<file path="src/rtl/if_id_skid_register.sv">
// ----------------------------------------------------------------------------
// if_id_skid_register
//   IF/ID pipeline register with a valid/ready handshake on both sides and a
//   2-entry skid buffer. While decode is stalled, a fetched beat is parked in
//   the skid entry, so no beat is lost. IF_ready is a flop, which keeps ID
//   back-pressure from reaching fetch through a combinational path. Reset and
//   flush both empty the stage, and the decoder then sees a NOP bubble.
//
//   state | meaning
//   ------+----------------------------------------------------------
//   EMPTY | no beat held; ID shows NOP bubble; IF_ready=1
//   FULL  | one beat in main register; ID_valid=1; IF_ready=1
//   SKID  | main + skid both hold beats; ID_valid=1; IF_ready=0
//
// Ports
//   clk, reset (async, active-high), flush (sync)
//   IF_*  : upstream fetch beat (valid/ready, pc, pc+4, instr, branch flag)
//   ID_*  : downstream decode beat (valid/ready, pc, pc+4, instr, branch flag)
//   occupancy : number of held beats (0..2)
// ----------------------------------------------------------------------------
module if_id_skid_register #(
    parameter int                 XLEN    = 32,
    parameter int                 INSTR_W = 32,
    parameter logic [INSTR_W-1:0] NOP     = 32'h0000_0013
) (
    input  logic               clk,
    input  logic               reset,
    input  logic               flush,
    input  logic               IF_valid,
    output logic               IF_ready,
    input  logic [XLEN-1:0]    IF_pc,
    input  logic [XLEN-1:0]    IF_pc_plus_4,
    input  logic [INSTR_W-1:0] IF_instruction,
    input  logic               IF_branch_estimation,
    output logic               ID_valid,
    input  logic               ID_ready,
    output logic [XLEN-1:0]    ID_pc,
    output logic [XLEN-1:0]    ID_pc_plus_4,
    output logic [INSTR_W-1:0] ID_instruction,
    output logic               ID_branch_estimation,
    output logic [1:0]         occupancy
);

    typedef enum logic [1:0] {
        EMPTY = 2'd0,
        FULL  = 2'd1,
        SKID  = 2'd2
    } state_t;

    typedef struct packed {
        logic [XLEN-1:0]    pc;
        logic [XLEN-1:0]    pc_plus_4;
        logic [INSTR_W-1:0] instruction;
        logic               branch_estimation;
    } beat_t;

    // The bubble carries NOP in the instruction field and zero in all others.
    localparam beat_t BUBBLE = '{pc: '0, pc_plus_4: '0, instruction: NOP,
                                 branch_estimation: 1'b0};
    localparam beat_t ZERO   = '0;

    state_t     state_q, state_d;
    beat_t      main_q, main_d;
    beat_t      skid_q, skid_d;
    logic       if_ready_q, if_ready_d;
    logic       id_valid_q, id_valid_d;
    logic [1:0] occupancy_q, occupancy_d;

    beat_t if_beat;
    logic  accept;
    logic  drain;

    assign if_beat = '{pc: IF_pc, pc_plus_4: IF_pc_plus_4,
                       instruction: IF_instruction,
                       branch_estimation: IF_branch_estimation};

    assign accept = IF_valid & if_ready_q;
    assign drain  = id_valid_q & ID_ready;

    always_comb begin
        state_d = state_q;
        main_d  = main_q;
        skid_d  = skid_q;

        if (flush) begin
            // A beat accepted or drained in this cycle is discarded.
            state_d = EMPTY;
            main_d  = BUBBLE;
            skid_d  = ZERO;
        end else begin
            case (state_q)
                EMPTY: begin
                    if (accept) begin
                        state_d = FULL;
                        main_d  = if_beat;
                    end
                end
                FULL: begin
                    if (accept && drain) begin
                        main_d = if_beat;
                    end else if (accept) begin
                        state_d = SKID;
                        skid_d  = if_beat;
                    end else if (drain) begin
                        state_d = EMPTY;
                        main_d  = BUBBLE;
                    end
                end
                SKID: begin
                    // IF_ready is low here, so only a drain can occur.
                    if (drain) begin
                        state_d = FULL;
                        main_d  = skid_q;
                        skid_d  = ZERO;
                    end
                end
                default: begin
                    state_d = EMPTY;
                    main_d  = BUBBLE;
                    skid_d  = ZERO;
                end
            endcase
        end

        if_ready_d = (state_d != SKID);
        id_valid_d = (state_d != EMPTY);
        case (state_d)
            FULL:    occupancy_d = 2'd1;
            SKID:    occupancy_d = 2'd2;
            default: occupancy_d = 2'd0;
        endcase
    end

    always_ff @(posedge clk or posedge reset) begin
        if (reset) begin
            state_q     <= EMPTY;
            main_q      <= BUBBLE;
            skid_q      <= ZERO;
            if_ready_q  <= 1'b1;
            id_valid_q  <= 1'b0;
            occupancy_q <= 2'd0;
        end else begin
            state_q     <= state_d;
            main_q      <= main_d;
            skid_q      <= skid_d;
            if_ready_q  <= if_ready_d;
            id_valid_q  <= id_valid_d;
            occupancy_q <= occupancy_d;
        end
    end

    assign IF_ready             = if_ready_q;
    assign ID_valid             = id_valid_q;
    assign ID_pc                = main_q.pc;
    assign ID_pc_plus_4         = main_q.pc_plus_4;
    assign ID_instruction       = main_q.instruction;
    assign ID_branch_estimation = main_q.branch_estimation;
    assign occupancy            = occupancy_q;

endmodule

</file>
<file path="config.mk">
export PLATFORM = sky130hd
export DESIGN_NAME = if_id_skid_register
export DESIGN_NICKNAME = d
export VERILOG_FILES = /design/src/rtl/if_id_skid_register.sv
export SDC_FILE = /design/constraint.sdc
export NUM_CORES = 1
export LEC_CHECK = 0
export ABC_AREA = 1
export ABC_CLOCK_PERIOD_IN_PS = 12550
export CAP_MARGIN = 5
export CORE_UTILIZATION = 54
export DETAILED_ROUTE_END_ITERATION = 6
export GPL_TIMING_DRIVEN = 0
export PLACE_DENSITY = 0.88
export SYNTH_ARGS = -nofsm -noshare
export SYNTH_HDL_FRONTEND = slang
export SYNTH_SLANG_ARGS = --single-unit
export TNS_END_PERCENT = 50
</file>
<file path="constraint.sdc">
create_clock -name clk -period 12.55 [get_ports clk]
set_clock_uncertainty 0.2 [all_clocks]
set_input_delay 2.51 -clock clk [delete_from_list [all_inputs] [get_ports clk]]
set_output_delay 2.51 -clock clk [all_outputs]
set_load 0.02 [all_outputs]
</file>
==> impl_metrics.csv <==
group,metric,value,unit
final_layout,n_antenna_cell,0,
critical_path,required,12.73,ns
flow_run,max_cap_violations,0,
logic_synthesis,synth_nets,1662,
timing,maxSlewViolCount,0,
critical_path,critPathMaxStageDelay,0.46,ns
clock_network,post_cts_buffers,0,
clock_network,cts_hold_buffers,0,
logic_synthesis,synth_area_leaders,"dfrtp_1 46%, nand2_1 25%, nand3_1 18%",
final_layout,finish.net_count,1884,
detailed_routing,viasPerCell,5.64,
logic_synthesis,synth_edf_count,0,
clock_network,cts_resized,0,
final_layout,fillers,1569,
floorplan,die_y,143,um
grt,grt_pass1_wl,52800,um
grt,grt_max_degree,135,
critical_path,cp.depth,9,
critical_path,cp_top_family,"buffers and inverters",
timing,final.min_clock_period,4.64,ns
critical_path,crit_fanout,10,
critical_path,r2r_cells,8,
clock_network,clock-sinks,200,
timing,hold_viol_final,0,
floorplan,initial_utilization,55.1,%
run_status,outcome,"completed",
detailed_routing,ant_nets,0,
logic_synthesis,synthMostInstantiatedCell,"nand2_1",
clock_network,cts_inserted_buffers,17,
clock_network,cts-htree-levels,4,
logic_synthesis,ys.warnings.count,0,
critical_path,path_cells,"clkdlybuf4s50_1 -> nand2_1 -> nor2_1 -> buf_2 -> buf_1 -> nand3_1 -> nand2_1 -> nand2_1 -> nand2_1",
pwr,leakagePower,7.02,nW
critical_path,end_kind,"flip-flop",
logic_synthesis,synthTopCellsByCount,"724 x nand2_1, 376 x nand3_1, 196 x dfrtp_1",
detailed_routing,routed_wl,33200,um
floorplan,rows,51,
logic_synthesis,synthArstFlopShare,100,%
timing,rsz0062_at_grt,"false",
placed_design,gp_congestion,0.859,
placed_design,io_buffers,202,
detailed_routing,highest_layer,"met4",
grt,grt_usage,33.2,%
grt,grt_pass1_vias,10900,
detailed_routing,drc,0,
timing,worst_pin_slew,0.793,ns
floorplan,ioPinCount,203,
placed_design,dp_hpwl,23300,um
floorplan,die_area,20400,um2
critical_path,slowest_stage,"nor2_1",
pwr,p_per_area,140,nW/um2
timing,setup_viol,0,
placed_design,place_ws,7.54,ns
logic_synthesis,synth_area,10700,um2
detailed_routing,dr_wl_met3,3390,um
logic_synthesis,ys_ff_latch,200,
pwr,peakVddDrop,0.113,mV
clock_network,clockBufferDepth,2,
critical_path,cp_num_buf_inv,3,
critical_path,arrival,4.82,ns
pwr,power,0.00191,W
critical_path,worstSetupPathType,"in2reg",
clock_network,tritoncts,"yes",
clock_network,worstSkewPairLatency,0.44,ns
floorplan,die_w,143,um
min_path,hp-class,"reg2reg",
detailed_routing,wl_per_cell,16.1,um
floorplan,coreArea,19500,um2
logic_synthesis,netlist_instances,1560,
final_layout,areaGrowthSynthToFinish,27.6,%
final_layout,regArea,5010,um2
logic_synthesis,yosysSeqAreaShare,46.7,%
logic_synthesis,synth_area_leader_cell,"dfrtp_1",
final_layout,drive_gt1_share,5.47,%
detailed_routing,num_vias,11600,
timing,fin_ws,7.91,ns
logic_synthesis,yosys.area.top_type_share,45.7,%
timing,post-route-period-util,37.0,%
detailed_routing,drtPass1Iterations,5,
logic_synthesis,synth-main-ff-cell,"dfrtp_1",
final_layout,multi_input_area,5070,um2
critical_path,critPathLaunchType,"primary input",
detailed_routing,wirelength_met1,13000,um
logic_synthesis,ys_types,16,
critical_path,cpMostUsedCell,"nand2_1",
timing,max_freq,216,MHz
clock_network,root_buffer,"clkbuf_16",
grt,grt_overflow,0,
detailed_routing,drt_iter0_drc,1401,
timing,whs,0.275,ns
min_path,hold_depth,2,
timing,maxSlewHeadroom,47.2,%
detailed_routing,route.met2.wl,15500,um
clock_network,clkTransAtPathRegs,0.07,ns
timing,fin_setup_tns,0,ns
logic_synthesis,synth_area_per_cell,6.87,um2
grt,antenna_found_initial,0,
## through the flow
stage | cell area [um2] | utilization (%) | cells
3_5_place_dp | 13100 | 67.4 | 2028
2_1_floorplan | 10700 | - | 1560
3_3_place_gp | 13100 | 67.2 | 2027
5_1_grt | 13700 | 70.3 | 2058
4_1_cts | 13700 | 70.3 | 2058
6_report | 13700 | 70.3 | 2058
## cells by family after synthesis
family / share of synthesized area [%]
and+or+nand+nor: 47.1
DFF: 46.7
buffers and inverters: 6.03
AOI/OAI and AO/OA: 0.163
## layer usage
| layer | vias to the layer above | GRT usage (%) |
|---|---|---|
| li1 | 5410 | - |
| met1 | 5363 | 43.0 |
| met2 | 717 | 53.7 |
| met3 | 118 | 5.67 |
| met4 | 0 | 16.8 |
| met5 | - | 0 |
## final cells by class
type / count / share of cell area [%]
clock inverters: 11 / 0.924
repair buffers: 203 / 15.0
plain buffers: 122 / 4.12
inverters: 22 / 0.658
clock buffers: 19 / 3.24
multi-input cells: 1216 / 37.0
flip-flops and latches: 200 / 36.6
well taps: 265 / 2.42
## sequential cells by signal, summed over array words and instances (netlist names), 2 cells and up
| register | flops |
|---|---|
| ID_pc_plus_4 | 32 |
| ID_instruction | 32 |
| ID_pc | 32 |
| state_q | 2 |
| skid_q | 97 |
| occupancy | 2 |
## power breakdown
part	total [W]	leakage, nW	switching [W]	internal, W
Combinational	0.000598	4.05	0.000382	0.000216
Sequential	0.000769	2.70	0.0000454	0.000723
Clock	0.000547	0.267	0.000250	0.000297
Total	0.00191	7.02	0.000677	0.00124
## placed cells by master, fill, tap and decap left out
master	count
a21oi_2	1
clkbuf_8	1
buf_4	9
clkinv_4	2
nand3_1	376
clkbuf_16	17
nor2_4	2
bufinv_16	2
nor2_1	109
clkinvlp_4	4
nand2_1	724
clkdlybuf4s50_1	202
buf_2	40
dfrtp_1	196
nand2_2	3
clkbuf_1	54
buf_16	1
inv_2	4
buf_1	17
o21ai_2	1
buf_6	3
inv_1	17
dfstp_2	4
inv_6	1
clkinv_2	2
inv_8	1
## worst paths after layout
check / start / end / slack [ns]
max: IF_valid / ID_pc[2] / 7.91
min: skid_q[70] / skid_q[70] / 0.27
max reg2reg: IF_ready / ID_pc[2] / 9.89
min reg2reg: skid_q[70] / skid_q[70] / 0.27
max in group asynchronous: reset / skid_q[34] / 8.78
min in group asynchronous: reset / ID_pc[13] / 2.30
## worst reg2reg max path, stage by stage, from the launching register on
cell and delay, ns:
dfstp_2 0.54, nand2_1 0.17, nor2_1 0.46, buf_2 0.40, buf_1 0.45, nand3_1 0.15
nand2_1 0.09, nand2_1 0.07, nand2_1 0.07
No activity file was read; power rests on OpenSTA's default activity.
